<file path="src/rtl/round_robin_hold_arbiter_pkg.sv">
`default_nettype none
// ============================================================================
// Module  : round_robin_hold_arbiter_pkg
// Purpose : Shared type definitions for the round-robin hold arbiter.
//           Holds the two-state arbiter FSM encoding.
// Ports   : none (package)
// Revision: 1.0 - initial release
// ============================================================================
package round_robin_hold_arbiter_pkg;

  // IDLE: no grant outstanding. GRANTED: exactly one grant bit is set.
  typedef enum logic {
    ST_IDLE    = 1'b0,
    ST_GRANTED = 1'b1
  } arb_state_t;

endpackage : round_robin_hold_arbiter_pkg
`default_nettype wire

</file>
<file path="src/rtl/round_robin_hold_arbiter_lsb.sv">
`default_nettype none
// ============================================================================
// Module  : round_robin_hold_arbiter_lsb
// Purpose : Isolate the rightmost 1 bit of a word (x & (~x + 1)).
//           A zero input yields a zero output.
// Ports   : value  in  WIDTH  input word
//           lowest out WIDTH  one-hot lowest set bit of value, or zero
// Revision: 1.0 - initial release
// ============================================================================
module round_robin_hold_arbiter_lsb #(
  parameter int WIDTH = 4
) (
  input  logic [WIDTH-1:0] value,
  output logic [WIDTH-1:0] lowest
);

  assign lowest = value & (~value + WIDTH'(1));

endmodule : round_robin_hold_arbiter_lsb
`default_nettype wire

</file>
<file path="src/rtl/round_robin_hold_arbiter_mask.sv">
`default_nettype none
// ============================================================================
// Module  : round_robin_hold_arbiter_mask
// Purpose : Turn on the trailing 0 bits of a value (x | (x - 1)).
//           Applied to a one-hot last grant, this sets the winner bit and
//           every bit below it; the caller inverts it to get the
//           thermometer of positions above the last winner.
// Ports   : value  in  WIDTH  input word (one-hot last grant)
//           filled out WIDTH  value with its trailing zeros set
// Revision: 1.0 - initial release
// ============================================================================
module round_robin_hold_arbiter_mask #(
  parameter int WIDTH = 4
) (
  input  logic [WIDTH-1:0] value,
  output logic [WIDTH-1:0] filled
);

  assign filled = value | (value - WIDTH'(1));

endmodule : round_robin_hold_arbiter_mask
`default_nettype wire

</file>
<file path="src/rtl/round_robin_hold_arbiter.sv">
`default_nettype none
// ============================================================================
// Module  : round_robin_hold_arbiter
// Purpose : Rotating-priority arbiter with a registered one-hot grant that is
//           held while its owner keeps requesting. An optional hold limit
//           forces rotation when others are waiting.
// Ports   : clock       in  1                rising-edge clock
//           clear       in  1                synchronous active-high reset
//           requests    in  REQUESTER_COUNT  level requests, bit i = requester i
//           grant       out REQUESTER_COUNT  registered one-hot grant or zero
//           grant_valid out 1                high when grant is non-zero
//           preempted   out 1                one-cycle pulse on forced rotation
// Revision: 1.0 - initial release
// ============================================================================
module round_robin_hold_arbiter
  import round_robin_hold_arbiter_pkg::*;
#(
  parameter int REQUESTER_COUNT = 4,
  parameter int MAX_HOLD_CYCLES = 16
) (
  input  logic                       clock,
  input  logic                       clear,
  input  logic [REQUESTER_COUNT-1:0] requests,
  output logic [REQUESTER_COUNT-1:0] grant,
  output logic                       grant_valid,
  output logic                       preempted
);

  localparam int N          = REQUESTER_COUNT;
  localparam int HOLD_WIDTH = (MAX_HOLD_CYCLES < 1) ? 1 : $clog2(MAX_HOLD_CYCLES + 1);
  // With no limit the counter simply parks at all-ones.
  localparam logic [HOLD_WIDTH-1:0] HOLD_SAT =
    (MAX_HOLD_CYCLES == 0) ? {HOLD_WIDTH{1'b1}} : HOLD_WIDTH'(MAX_HOLD_CYCLES);
  localparam logic [N-1:0] LAST_GRANT_RESET = {1'b1, {(N-1){1'b0}}};

  arb_state_t            state, state_next;
  logic [N-1:0]          last_grant, last_grant_next;
  logic [N-1:0]          grant_next;
  logic [HOLD_WIDTH-1:0] hold_count, hold_count_next;
  logic                  preempted_next;

  logic [N-1:0] filled;
  logic [N-1:0] mask;
  logic [N-1:0] masked_pick;
  logic [N-1:0] any_pick;
  logic [N-1:0] selection;
  logic         holder_active;
  logic         others_waiting;
  logic         limit_reached;

  // Positions strictly above the last winner get first chance.
  round_robin_hold_arbiter_mask #(.WIDTH(N)) u_mask (
    .value  (last_grant),
    .filled (filled)
  );
  assign mask = ~filled;

  round_robin_hold_arbiter_lsb #(.WIDTH(N)) u_lsb_masked (
    .value  (requests & mask),
    .lowest (masked_pick)
  );

  round_robin_hold_arbiter_lsb #(.WIDTH(N)) u_lsb_any (
    .value  (requests),
    .lowest (any_pick)
  );

  // Nothing requesting above the last winner: wrap to the lowest requester.
  assign selection      = (|(requests & mask)) ? masked_pick : any_pick;
  assign holder_active  = |(requests & grant);
  assign others_waiting = |(requests & ~grant);
  assign limit_reached  = (MAX_HOLD_CYCLES != 0) && (hold_count == HOLD_SAT);

  always_comb begin
    state_next      = state;
    grant_next      = grant;
    last_grant_next = last_grant;
    hold_count_next = hold_count;
    preempted_next  = 1'b0;

    unique case (state)
      ST_IDLE: begin
        if (|requests) begin
          state_next      = ST_GRANTED;
          grant_next      = selection;
          last_grant_next = selection;
          hold_count_next = HOLD_WIDTH'(1);
        end
      end
      ST_GRANTED: begin
        if (!holder_active) begin
          if (|requests) begin
            // Hand off on the same edge, no idle cycle in between.
            grant_next      = selection;
            last_grant_next = selection;
            hold_count_next = HOLD_WIDTH'(1);
          end else begin
            state_next      = ST_IDLE;
            grant_next      = '0;
            hold_count_next = '0;
          end
        end else if (limit_reached && others_waiting) begin
          // The holder is last_grant, so selection cannot pick it again here.
          grant_next      = selection;
          last_grant_next = selection;
          hold_count_next = HOLD_WIDTH'(1);
          preempted_next  = 1'b1;
        end else if (hold_count != HOLD_SAT) begin
          hold_count_next = hold_count + HOLD_WIDTH'(1);
        end
      end
      default: begin
        state_next = ST_IDLE;
        grant_next = '0;
      end
    endcase
  end

  always_ff @(posedge clock) begin
    if (clear) begin
      state      <= ST_IDLE;
      grant      <= '0;
      last_grant <= LAST_GRANT_RESET;
      hold_count <= '0;
      preempted  <= 1'b0;
    end else begin
      state      <= state_next;
      grant      <= grant_next;
      last_grant <= last_grant_next;
      hold_count <= hold_count_next;
      preempted  <= preempted_next;
    end
  end

  assign grant_valid = |grant;

endmodule : round_robin_hold_arbiter
`default_nettype wire

</file>
<file path="config.mk">
export PLATFORM = sky130hd
export DESIGN_NAME = round_robin_hold_arbiter
export DESIGN_NICKNAME = d
export VERILOG_FILES = /design/src/rtl/round_robin_hold_arbiter_pkg.sv /design/src/rtl/round_robin_hold_arbiter_lsb.sv /design/src/rtl/round_robin_hold_arbiter_mask.sv /design/src/rtl/round_robin_hold_arbiter.sv
export SDC_FILE = /design/constraint.sdc
export NUM_CORES = 1
export LEC_CHECK = 0
export CORE_MARGIN = 1
export CORE_UTILIZATION = 30
export DETAILED_ROUTE_END_ITERATION = 16
export DONT_BUFFER_PORTS = 1
export GPL_ROUTABILITY_DRIVEN = 0
export PLACE_DENSITY = 0.49
export SLEW_MARGIN = 15
export SYNTH_ARGS = -nofsm -noshare
export SYNTH_HDL_FRONTEND = slang
export SYNTH_HIERARCHICAL = 1
export SYNTH_SLANG_ARGS = --single-unit
</file>
<file path="constraint.sdc">
create_clock -name clock -period 4.39 [get_ports clock]
set_input_delay 0.6585 -clock clock [delete_from_list [all_inputs] [get_ports clock]]
set_output_delay 0.6585 -clock clock [all_outputs]
set_load 0.005 [all_outputs]
</file>
==> results of run 1 <==
final timing paths:
check,depth (start not counted),slack [ns],to,startpoint
worst min register to register,2,0.49,last_grant[1]$_SDFFE_PP0P_,last_grant[1]$_SDFFE_PP0P_
worst max register to register,7,2.59,last_grant[3]$_SDFFE_PP1P_,hold_count[0]$_SDFFE_PP0P_
worst min-delay path,1,0.43,last_grant[1]$_SDFFE_PP0P_,clear
worst max-delay path,1,2.51,grant_valid,grant[1]$_SDFFE_PP0P_
cell usage in the layout (no fill, tap or decap):
master	netlist	routed
a21oi_1	9	9
a22o_1	2	2
a31oi_1	2	2
a41oi_4	1	1
clkbuf_4	0	3
clkinv_2	0	1
conb_1	1	1
dfxtp_1	15	15
ha_1	2	2
inv_1	2	2
mux2_2	4	4
nand2_1	11	11
nand2b_1	2	2
nand3_1	8	8
nand3b_1	1	1
nand4_1	1	1
nand4bb_2	1	1
nor2_1	5	5
nor2b_1	6	6
nor3_1	6	6
nor3b_1	3	3
nor4_1	1	1
nor4_4	1	1
nor4b_2	2	2
o21ai_0	3	3
o21ai_2	1	1
o21bai_1	1	1
o31ai_1	4	4
or2_1	1	1
or2_4	1	1
or2b_1	1	1
or2b_2	3	3
or3_1	2	2
or4_1	2	2
cells by family after synthesis:
family	Yosys count	synth area share (%)
simple gates	58	38.7
compound gates	23	17.3
flops	15	31.7
buf+inv	8	4.49
mux	4	4.76
fa+ha+maj	2	2.64
other cells	1	0.396
cell usage after synthesis (2+ instances only):
master | count | area [sq um]
or4_1 | 2 | 15.0
nor3b_1 | 3 | 22.5
or3_1 | 2 | 12.5
nand2b_1 | 2 | 12.5
dfxtp_1 | 15 | 300
nor2_1 | 5 | 18.8
a31oi_1 | 2 | 12.5
nand2_1 | 11 | 41.3
buf_4 | 3 | 22.5
ha_1 | 2 | 25.0
inv_1 | 2 | 7.51
nor4b_2 | 2 | 30.0
nand3_1 | 8 | 40.0
o21ai_0 | 3 | 15.0
nor3_1 | 6 | 30.0
or2b_2 | 3 | 26.3
a22o_1 | 2 | 17.5
a21oi_1 | 9 | 45.0
o31ai_1 | 4 | 30.0
nor2b_1 | 6 | 37.5
clkbuf_1 | 2 | 7.51
mux2_2 | 4 | 45.0
state kept, by name, summed over array words and instances, names as in the netlist:
signal / count
hold_count: 5
grant: 4
last_grant: 4
preempted: 1
state: 1
final cells by class:
cell class	instances	area share (%)
Multi-Input combinational cell	88	60.8
Tap cell	44	5.53
Sequential cell	15	30.2
Inverter	2	0.755
Clock buffer	3	2.26
Clock inverter	1	0.503
power by group through the flow:
stage	registers [mW]	clock network [mW]	logic, mW
after CTS	0.151	0.0840	0.0493
after global placement	0.154	0	0.0485
after detailed placement	0.154	0	0.0489
after floorplan	0.151	0	0.0462
final	0.151	0.0804	0.0492
after global routing	0.152	0.0874	0.0547
per-stage QoR:
stage          std cells  setup WS (ns)  cell area [sq um]
6_report             153           2.51                995
5_1_grt              153           2.44                995
4_1_cts              153           2.50                995
3_5_place_dp         149           2.40                967
3_3_place_gp         149           2.39                967
2_1_floorplan        111           2.52                947
layer usage:
metal / routed length, um / track usage (%) / vias up / part of all wire (%)
met3: 114 / 4.02 / 4 / 5.6
met1: 945 / 17.1 / 368 / 46
li1: - / - / 399 / -
met2: 960 / 21.2 / 27 / 47
met4: 14 / 3.74 / 0 / 0.69
met5: 0 / 0 / - / 0
==> impl_results.md, run 1 <==
- Post-layout util: 32.9%
- Gate power share: 17.6%
- WP buf/inv: 0
- Register area share after synthesis: 31.7%
- ANT cells: 0
- Port-buffer cells: 0
- Die Y: 58.2 um
- Top FF cell, synth: dfxtp_1
- Final hold slack: 0.427 ns
- PwrDens: 282 nW/um^2
- Delay-heaviest family, CP: simple AND/OR/NAND/NOR gates
- Worst path arrival time: 1.22 ns
- Core Area: 3030 sq um
- Clock Power Share: 28.7%
- Drt via density: 5.22
- Sink Count: 15
- Largest net degree at the start of global routing: 19
- Synth Area per Inst: 8.53 sq um
- Flop pwr share: 53.8%
- Slew HR: 64.2%
- # setup viols final: 0
- Worst setup EP type: output pin
- Initial DRC count: 23
- Drc violations: 0
- Synthesized net count: 119
- Die ar.: 3390 sq um
- CTS resizes: 0
- CTS root buf: clkbuf_4
- Final period util: 42.8%
- H-tree depth: 1
- Nets: 118
- Longest Clk Path Bufs: 2
- Vias in the first global route: 757
- Row count: 20
- Area of the multi-input gates: 604 sq um
- Die width: 58.2 um
- Vias: 798
- Postcts setup bufs: 0
- Max-capacitance violation count: 0
- Yosys cell types: 35
- Storage cell area: 300 sq um
- Initial antenna violation count: 0
- Mapped Cells: 111
- Worst-Skew Late Latency: 0.28 ns
- Routed length per instance: 13.3 um
- Sw frac: 28.4%
- Layout cell share with drive strength beyond 1: 16.5%
- Max stage delay on crit path: 0.56 ns
- Hpwl dp: 1550 um
- Congestion Overflow GR: 0
- WP data required: 3.73 ns
- CTS Buf Count: 3
- Fillers: 325
- Area Overhead vs Synth: 5.02%
- Asr flop ratio synth: 0%
- Cell area after synthesis: 947 sq um
- Crit-path cells: or4_1
- Yosys warns: 6
- Startpoint types: flip-flop
- Run status: finished, final reports clean
- Hold WC Path Type: in2reg
- Hold-fix buffers, CTS: 0
- Fmax: 532 MHz
- Final hold violations: 0
- Number of synthesized flops with an enable pin: 0
- Worst-Margin Slew: 0.532 ns
- Setup_tns: 0 ns
- DRT Pass-1 Iters: 5
- Clk slew on worst S/H paths: 0.10 ns
- Max stage delay cell, worst path: or4_1
- Routed Antenna Nets: 0
- P_leak: 0.322 nW
- RSZ-0062 raised after global routing: false
- Final max-slew violation count: 0
- First-pass GRT wire length: 3430 um
- Pwr Total: 0.280 mW
- Total Wirelength: 2030 um
- Max FO, Critical Path: 5
- NetSw: 0.0795 mW
- Fin crit period: 1.88 ns
- Setup CP Type: reg2out
- Worst IR Drop VDD: 0.170 mV
- Clock skew: 0.00823 ns
- Overall routing resource usage: 13.2%
- CTS tree: yes
- Int Power: 0.201 mW
- Ports: 12
- Initial Utilization: 31.3%
- Number of synthesized register bits: 15
Note: power is estimated with default switching activity, not from simulation.
==> run 2: changes to the inputs <==
- clock period: 4.39 -> 1.75 ns (I/O delays scaled with it)
==> run 2 against run 1 <==
Compared with the run above:
- wire length is 6.8% higher
- clock-buffer cell count is 1 higher
- combinational power grew to 2.9 times the previous value
==> impl_results.md, run 2 (synthesized netlist as in run 1, its figures left out) <==
- Run status: finished, final reports clean (unchanged)
- Initial antenna violation count: 0 (unchanged)
- Most flop-heavy register: hold_count (unchanged)
- Setup CP Type: reg2reg (was reg2out)
- Die width: 58.2 um (unchanged)
- Final hold violations: 0 (unchanged)
- Biggest regs: hold_count x5, grant x4, last_grant x4 (unchanged)
- Clock skew: 0.0115 ns (was 0.00823 ns)
- Drc violations: 0 (unchanged)
- PwrDens: 664 nW/um^2 (was 282 nW/um^2)
- Routed Antenna Nets: 0 (unchanged)
- Area Overhead vs Synth: 14.9% (was 5.02%)
- Routed length per instance: 13.5 um (was 13.3 um)
- Total Wirelength: 2170 um (was 2030 um)
- WP data required: 1.93 ns (was 3.73 ns)
- Fin crit period: 1.68 ns
- H-tree depth: 1 (unchanged)
- P_leak: 0.361 nW (was 0.322 nW)
- Pwr Total: 0.723 mW (was 0.280 mW)
- Final max-slew violation count: 0 (unchanged)
- Hold WC Path Type: in2reg (unchanged)
- Nets: 126 (was 118)
- CTS root buf: clkbuf_4 (unchanged)
- Congestion Overflow GR: 0 (unchanged)
- CTS Buf Count: 3 (unchanged)
- Drt via density: 5.01 (was 5.22)
- First-pass GRT wire length: 3620 um (was 3430 um)
- # setup viols final: 0 (unchanged)
- Initial Utilization: 31.3% (unchanged)
- RSZ-0062 raised after global routing: true (was false)
- Row count: 20 (unchanged)
- Worst IR Drop VDD: 0.226 mV (was 0.170 mV)
- Vias in the first global route: 792 (was 757)
- Max stage delay cell, worst path: mux2_2 (was or4_1)
- DRT Pass-1 Iters: 4 (was 5)
- Die Y: 58.2 um (unchanged)
- Final period util: 95.9%
- CTS tree: yes (unchanged)
- Worst setup EP type: flip-flop (was output pin)
- Ports: 12 (unchanged)
- Setup WS pre-CTS: 0.00458 ns (was 2.40 ns)
- Hpwl dp: 1550 um (about the same)
- Max stage delay on crit path: 0.38 ns (was 0.56 ns)
- Worst setup margin: 0.0726 ns (was 2.51 ns)
- Layout cell share with drive strength beyond 1: 27.4% (was 16.5%)
- Largest net degree at the start of global routing: 19 (unchanged)
- Worst-Skew Late Latency: 0.29 ns (was 0.28 ns)
- Clk slew on worst S/H paths: 0.10 ns (about the same)
- Vias: 806 (was 798)
- ANT cells: 0 (unchanged)
- Crit-path cells: o21bai_1 -> nor2b_2 -> nor4_4 -> mux2_2 -> nand3_1 -> a21oi_1 (was or4_1)
- Initial DRC count: 80 (was 23)
- Setup_tns: 0 ns (unchanged)
- Port-buffer cells: 0 (unchanged)
- Sink Count: 15 (unchanged)
- Overall routing resource usage: 14.5% (was 13.2%)
- Max FO, Critical Path: 4 (was 5)
- Core Area: 3030 sq um (unchanged)
- Longest Clk Path Bufs: 2 (unchanged)
- Worst path arrival time: 1.86 ns (was 1.22 ns)
- Most frequent cells in the layout: nand2_1, dfxtp_1, a21oi_1 (was dfxtp_1, nand2_1, a21oi_1)
- Max FFs per register: 5 (unchanged)
- Fmax: 596 MHz
- Die ar.: 3390 sq um (unchanged)
- Max-capacitance violation count: 0 (unchanged)
- Startpoint types: flip-flop (unchanged)
run 2: worst max-delay path: cells and delay by family, from the launching register on:
family           cells  cell delay [ns]
AO/OA/AOI/OAI        2             0.27
AND/OR/NAND/NOR      3             0.57
multiplexers         1             0.38
flip-flops           1             0.34
run 2: cell type report:
type                       instances  area, sq um
fill                             315         1940
multi-input combinational         88          632
sequential                        15          305
timing repair buffer               8         62.6
tap                               44         55.1
clock buffer                       4         26.3
inverter                           2         7.51
run 2: final timing paths:
check | startpoint | to | slack, ns | depth (start not counted)
min reg2reg | last_grant[1]$_SDFFE_PP0P_ | last_grant[1]$_SDFFE_PP0P_ | 0.48 | 2
max reg2reg | last_grant[0]$_SDFFE_PP0P_ | last_grant[2]$_SDFFE_PP0P_ | 0.07 | 6
max | last_grant[0]$_SDFFE_PP0P_ | last_grant[2]$_SDFFE_PP0P_ | 0.07 | 6
min | clear | grant[0]$_SDFFE_PP0P_ | 0.02 | 1
run 2: routing by layer:
metal	part of all wire, %	up-vias	track usage [%]
li1	-	413	-
met1	49	376	18.8
met2	47	15	22.2
met3	4.1	2	5.13
met4	0.51	0	5.10
met5	0	-	0
run 2: what timing repair did:
| action | 4_1_cts | 5_1_grt |
|---|---|---|
| pin swaps | 0 | 4 |
| setup endpoints to repair | 1 | 8 |
| gates resized for setup | 1 | 8 |
| cloned | 0 | 0 |
| hold buffers | 0 | 1 |
| hold endpoints to repair | 0 | 3 |
| buffers inserted | 0 | 2 |
run 2: report_power, final:
| group | switching, mW | total (mW) | internal [mW] | leakage [nW] |
|---|---|---|---|---|
| Clock | 0.117 | 0.205 | 0.0886 | 0.0150 |
| Sequential | 0.0161 | 0.376 | 0.360 | 0.124 |
| Combinational | 0.0701 | 0.142 | 0.0716 | 0.222 |
| Total | 0.203 | 0.723 | 0.521 | 0.361 |
run 2: metrics by stage:
step	instances	area, sq um	util [%]	hold slack, ns
floorplan	111	947	-	0.393
global placement	154	1000	33.2	0.335
detailed placement	154	1000	33.2	0.337
CTS	158	1030	34.1	0.0154
global route	161	1090	36.0	0.00363
finish	161	1090	36.0	0.0229
==> run 3: changes to the inputs <==
- ABC_AREA: not set -> 1
==> run 3 against run 2 <==
Compared with the run above:
- combinational power rose to 3.0 times the previous value
- synthesized area rose by 22%
- clock skew is 0.0023 ns lower
- via count grew 26%
- critical path type unchanged
- critical endpoint is now grant[2]$_SDFFE_PP0P_
- largest cell class unchanged
- largest power group unchanged
==> impl_results.md, run 3 <==
- Run status: finished, final reports clean (unchanged)
- Sink Count: 15 (unchanged)
- Final hold violations: 0 (unchanged)
- Startpoint types: flip-flop (unchanged)
- Final instance area: 1230 sq um (was 1090 sq um)
- P_leak: 0.635 nW (was 0.361 nW)
- Setup slack, reg-to-reg: 0.23 ns (was 0.07 ns)
- Commonest non-fill, non-tap cell in the layout: nand2_1
- Initial antenna violation count: 0 (unchanged)
- Die ar.: 4100 sq um (was 3390 sq um)
- Most frequent cells in the layout: nand2_1, inv_1, nor2_1 (was nand2_1, dfxtp_1, a21oi_1)
- Fin crit period: 1.52 ns (was 1.68 ns)
- Setup_tns: 0 ns (unchanged)
- Cell Area, Placed: 1190 sq um (was 1000 sq um)
- PwrDens: 946 nW/um^2 (was 664 nW/um^2)
- Hold WC Path Type: in2reg (unchanged)
- Cell area after synthesis: 1150 sq um (was 947 sq um)
- Longest Clk Path Bufs: 2 (unchanged)
- Synthesized net count: 196 (was 119)
- Worst setup EP type: flip-flop (unchanged)
- Most frequent cell after synthesis: nand2_1 (was dfxtp_1)
- Top Usage Layer GRT: met2 (unchanged)
- Ports: 12 (unchanged)
- Largest net degree at the start of global routing: 10 (was 19)
- Area Overhead vs Synth: 6.94% (was 14.9%)
- RSZ-0062 raised after global routing: false (was true)
- CTS tree: yes (unchanged)
- CTS resizes: 0 (was 1)
- Setup CP Type: reg2reg (unchanged)
- Register area share after synthesis: 26.0% (was 31.7%)
- H-tree depth: 1 (unchanged)
- Die width: 64.0 um (was 58.2 um)
- Asr flop ratio synth: 0% (unchanged)
- CTS Buf Count: 3 (unchanged)
- GR Layer Usage met2: 20.7% (was 22.2%)
- Routed length per instance: 10.4 um (was 13.5 um)
- Yosys cell types: 26 (was 35)
- Vias in the first global route: 952 (was 792)
- # setup viols final: 0 (unchanged)
- DRT Pass-1 Iters: 4 (unchanged)
- Max FO, Critical Path: 8 (was 4)
- Layout cell share with drive strength beyond 1: 14.9% (was 27.4%)
- GR Util met1: 18.7% (was 18.8%)
- Final period util: 86.9% (was 95.9%)
- Total Wirelength: 2460 um (was 2170 um)
- Core Area: 3660 sq um (was 3030 sq um)
- WP data required: 1.94 ns (was 1.93 ns)
- Worst IR Drop VDD: 0.328 mV (was 0.226 mV)
- Synth top cells by count: nand2_1, inv_1, nor2_1 (was dfxtp_1, nand2_1, a21oi_1)
- Gate power share: 36.8% (was 19.6%)
- Synth area leaders: dfxtp_1, nand2_1, inv_1, nand3_1, nor2_1 (was dfxtp_1, a21oi_1, mux2_2, nand2_1, nand3_1)
- Yosys warns: 6 (unchanged)
- Biggest regs: hold_count x5, grant x4, last_grant x4 (unchanged)
- Worst path arrival time: 1.71 ns (was 1.86 ns)
- Nets: 197 (was 126)
- NetSw: 0.467 mW (was 0.203 mW)
- Max FFs per register: 5 (unchanged)
- Drt via density: 4.31 (was 5.01)
- Synth Area per Inst: 6.14 sq um (was 8.53 sq um)
- Max-capacitance violation count: 0 (unchanged)
- CTS root buf: clkbuf_8 (was clkbuf_4)
- Number of synthesized flops with an enable pin: 0 (unchanged)
- Top FF cell, synth: dfxtp_1 (unchanged)
- Die Y: 64.0 um (was 58.2 um)
- Worst-Skew Late Latency: 0.25 ns (was 0.29 ns)
- Final max-slew violation count: 0 (unchanged)
- Hold-fix buffers, CTS: 0 (unchanged)
- Row count: 22 (was 20)
- Clk slew on worst S/H paths: 0.07 ns (was 0.10 ns)
- GR Util met3: 3.93% (was 5.13%)
- Clock skew: 0.00922 ns (was 0.0115 ns)
- Congestion Overflow GR: 0 (unchanged)
- Yosys top cell area share: 26.0% (was 31.7%)
- Routed Antenna Nets: 0 (unchanged)
- Initial DRC count: 49 (was 80)
- Hpwl dp: 1910 um (was 1550 um)
- Post-synth top area cell: dfxtp_1 (unchanged)
- ANT cells: 0 (unchanged)
- Overall routing resource usage: 13.6% (was 14.5%)
- Flop pwr share: 38.0% (was 52.0%)
- Number of synthesized register bits: 15 (unchanged)
- Initial Utilization: 31.5% (was 31.3%)
- Fmax: 658 MHz (was 596 MHz)
- Int Power: 0.701 mW (was 0.521 mW)
- First-pass GRT wire length: 4330 um (was 3620 um)
- Sw frac: 40.0% (was 28.0%)
- Most flop-heavy register: hold_count (unchanged)
- Port-buffer cells: 0 (unchanged)
- Vias: 1,018 (was 806)
- Postcts setup bufs: 0 (unchanged)
- Mapped Cells: 188 (was 111)
- Clock Power Share: 25.1% (was 28.4%)
- Drc violations: 0 (unchanged)
[run 3: cell types whose count changed after synthesis, moves of 5 or more]
cell     delta
nand2_1    +49
nor2b_1     -6
nand3_1     +7
inv_1      +33
nor3_1      -6
inv_2       +5
nor2_1     +12
[run 3: kinds of logic after synthesis]
kind of cell | share of synthesized area (%)
and+or+nand+nor | 46.9
buffers and inverters | 15.3
DFF | 26.0
AOI/OAI and AO/OA | 8.57
adders and majority gates | 2.17
xor gates and xnor gates | 0.759
other | 0.325
[run 3: path summary, 6_finish.rpt]
kind / start / end / cells past startpoint
worst min-delay path: clear / hold_count[3]$_SDFFE_PP0P_ / 1
worst max register to register: hold_count[0]$_SDFFE_PP0P_ / grant[2]$_SDFFE_PP0P_ / 10
worst max-delay path: hold_count[0]$_SDFFE_PP0P_ / grant[2]$_SDFFE_PP0P_ / 10
worst min register to register: last_grant[2]$_SDFFE_PP0P_ / last_grant[2]$_SDFFE_PP0P_ / 2
[run 3: critical path, stage by stage (launching register included)]
cell and delay, ns:
dfxtp_1 0.34, inv_1 0.08, ha_1 0.14, nand2_1 0.08
nor3_4 0.19, o21ai_4 0.15, nand2_4 0.13, nand2_4 0.07
nor2_2 0.13, nand2_1 0.09, o21ai_2 0.05
[run 3: final cells by class]
| class | count | area (sq um) |
|---|---|---|
| Fill cell | 406 | 2430 |
| Clock inverter | 1 | 5.00 |
| Inverter | 40 | 150 |
| Multi-Input combinational cell | 129 | 677 |
| Tap cell | 48 | 60.1 |
| Sequential cell | 15 | 300 |
| Clock buffer | 3 | 41.3 |
[run 3: power groups by stage]
stage                     Combinational, mW  Clock [mW]  Sequential [mW]
after floorplan                       0.368           0            0.441
after global placement                0.436           0            0.453
after detailed placement              0.435           0            0.452
after CTS                             0.436       0.297            0.445
after global routing                  0.498       0.317            0.452
final                                 0.430       0.293            0.444
[run 3: through the flow]
stage	power [mW]	std cells	hold WS (ns)	worst slack [ns]	utilization (%)
3_5_place_dp	0.887	232	0.327	0.238	32.4
2_1_floorplan	0.809	188	0.468	0.421	-
3_3_place_gp	0.889	232	0.329	0.239	32.4
5_1_grt	1.27	236	0.0449	0.0775	33.7
4_1_cts	1.18	236	0.0549	0.209	33.7
6_report	1.17	236	0.0564	0.229	33.7
[run 3: layer usage]
layer / vias to the layer above / part of all wire (%)
met2: 13 / 42
met1: 436 / 53
li1: 567 / -
met3: 2 / 3.9
met5: - / 0
met4: 0 / 0.77
==> RTL change (flow settings as in run 3) <==
Change the parameter `MAX_HOLD_CYCLES` from 16 to 8.
--- a/src/rtl/round_robin_hold_arbiter.sv
+++ b/src/rtl/round_robin_hold_arbiter.sv
@@ -17,5 +17,5 @@
 #(
   parameter int REQUESTER_COUNT = 4,
-  parameter int MAX_HOLD_CYCLES = 16
+  parameter int MAX_HOLD_CYCLES = 8
 ) (
   input  logic                       clock,
Behaviour: not the same (Yosys sat finds a counterexample within 10 cycles, from zero or initial values).
==> RTL change against run 3 <==
Synthesized area down 6.3%. Via count down 1.2%. Core utilization down 0.22 points. Routed wire length down 6.5%. Final cell count down 1.7%. Largest power group unchanged. Worst setup slack better by 0.0088 ns. Die area down 6.1%. Sequential power down 6.1%. Design area down 8.0%. Sequential cell count down 1. Total power down 17%.
==> RTL change: results (changes against run 3) <==
| Metric | Value |
|---|---|
| Clk tree area frac | 1.98% (was 3.75%) |
| First-pass GRT wire length | 3840 um (was 4330 um) |
| Synth area leaders | dfxtp_1 (26%), nand2_1 (22%), inv_1 (13%), nor2_1 (6.9%), nand3_1 (6.5%) (was dfxtp_1 (26%), nand2_1 (20%), inv_1 (11%), nand3_1 (6.5%), nor2_1 (5.5%)) |
| P_leak | 0.609 nW (was 0.635 nW) |
| Maximum VDD drop | 221 uV (was 328 uV) |
| Post-CTS setup buffer count | 0 (unchanged) |
| Sequential fraction of the synthesis area | 25.9% (was 26.0%) |
| Root Buffer | clkbuf_4 (was clkbuf_8) |
| Reg2Reg Depth | 9 (was 10) |
| Buffers on Ports | 0 (unchanged) |
| Fillcell total | 387 (was 406) |
| Non-clock buffer share | 0% (unchanged) |
| R2r setup slk | 0.24 ns |
| Grt ovf | 0 (unchanged) |
| Post-synth top cells | nand2_1 (64), inv_1 (37), nor2_1 (20), dfxtp_1 (14), nand3_1 (14) (was nand2_1 (60), inv_1 (35), nor2_1 (17), dfxtp_1 (15), nand3_1 (15)) |
| Insertion delay to the later sink of the worst-skew pair | 0.28 ns (was 0.25 ns) |
| CP delay by family, top | simple AND/OR/NAND/NOR gates (unchanged) |
| Yosys reg bits | 14 (was 15) |
| Distinct cell type count after synthesis | 25 (was 26) |
| Non-clock buffer count | 0 (unchanged) |
| Number of antenna violations at the first check in global routing | 0 (unchanged) |
| Hold Path Depth | 1 (unchanged) |
| Largest net degree at the start of global routing | 11 (was 10) |
| Synth Warn # | 6 (unchanged) |
| Max incr delay on CP | 0.33 ns |
| Number of buffers created by CTS | 3 (unchanged) |
| Seq pwr share | 43.2% (was 38.0%) |
| Hold path start | clear (unchanged) |
| Vias in the first global route | 921 (was 952) |
| HPWL Detailed | 1880 um (was 1910 um) |
| Hold Crit Class | input port to register (unchanged) |
| Multi-input combinational area share | 54.4% (was 54.9%) |
| Routed wire length | 2300 um (was 2460 um) |
| Largest registers | grant x4, hold_count x4, last_grant x4 (was hold_count x5, grant x4, last_grant x4) |
| Status | finished, final reports clean (unchanged) |
| Comb_multi_in | 127 (was 129) |
| Non-clock inverters | 42 (was 40) |
| DR vias | 1006 (was 1018) |
| Sequential share of cell area | 24.7% (was 24.3%) |
| CTS clk-pin slew, worst paths | 0.09 ns (was 0.07 ns) |
| Critical Path End | last_grant[3]$_SDFFE_PP1P_ (was grant[2]$_SDFFE_PP0P_) |
| Layout cells sized above 1 | 10.8% (was 14.9%) |
| Iter 0 DRT Violations | 34 (was 49) |
| Critical Path Fanout Max | 7 (was 8) |
| Syn nets | 195 (was 196) |
| Fin Clk Skew | 0.00775 ns (was 0.00922 ns) |
| P_sw | 0.396 mW (was 0.467 mW) |
| Max-slew violations | 0 (unchanged) |
| Worst hold endpoint | last_grant[1]$_SDFFE_PP0P_ (was hold_count[3]$_SDFFE_PP0P_) |
| Total GRT Usage | 13.8% (was 13.6%) |
## RTL change: stage by stage
stage | hold WS (ns) | utilization, % | instance area [sq um] | setup slack (ns) | cells
after CTS | 0.0347 | 33.5 | 1130 | 0.227 | 232
after global routing | 0.0182 | 33.5 | 1130 | 0.0406 | 232
final | 0.0346 | 33.5 | 1130 | 0.238 | 232
after global placement | 0.337 | 32.8 | 1110 | 0.224 | 229
after floorplan | 0.426 | - | 1080 | 0.386 | 187
after detailed placement | 0.337 | 32.8 | 1110 | 0.221 | 229
## RTL change: per-layer routing
metal / routed length (um) / vias to the layer above / share of wire (%) / global-route usage [%]
li1: - / 553 / - / -
met1: 1160 / 430 / 51 / 18.3
met2: 1000 / 21 / 44 / 21.3
met3: 111 / 2 / 4.8 / 3.31
met4: 20 / 0 / 0.87 / 5.71
met5: 0 / - / 0 / 0
## RTL change: cell families (layout without fill, tap and decap cells)
logic type | Yosys count | in the layout | synth area share (%)
compound gates | 11 | 11 | 8.10
fa+ha+maj | 2 | 2 | 2.31
buf+inv | 46 | 45 | 17.0
flops | 14 | 14 | 25.9
other cells | 1 | 1 | 0.347
simple gates | 113 | 113 | 46.3
## RTL change: worst reg2reg max path: stages (launching register included)
cell and delay, ns:
dfxtp_1 0.33, inv_1 0.10, ha_1 0.15, nand2_1 0.06, nor2_2 0.18, o21ai_4 0.14
a21boi_2 0.27, nand2_1 0.08, nand2_1 0.06, nand2_1 0.05
## RTL change: power groups by stage
stage	Clock (mW)	Sequential, mW	Combinational, mW
2_1_floorplan	0	0.412	0.309
3_3_place_gp	0	0.424	0.362
3_5_place_dp	0	0.425	0.364
4_1_cts	0.192	0.417	0.366
5_1_grt	0.208	0.425	0.425
6_report	0.187	0.417	0.361
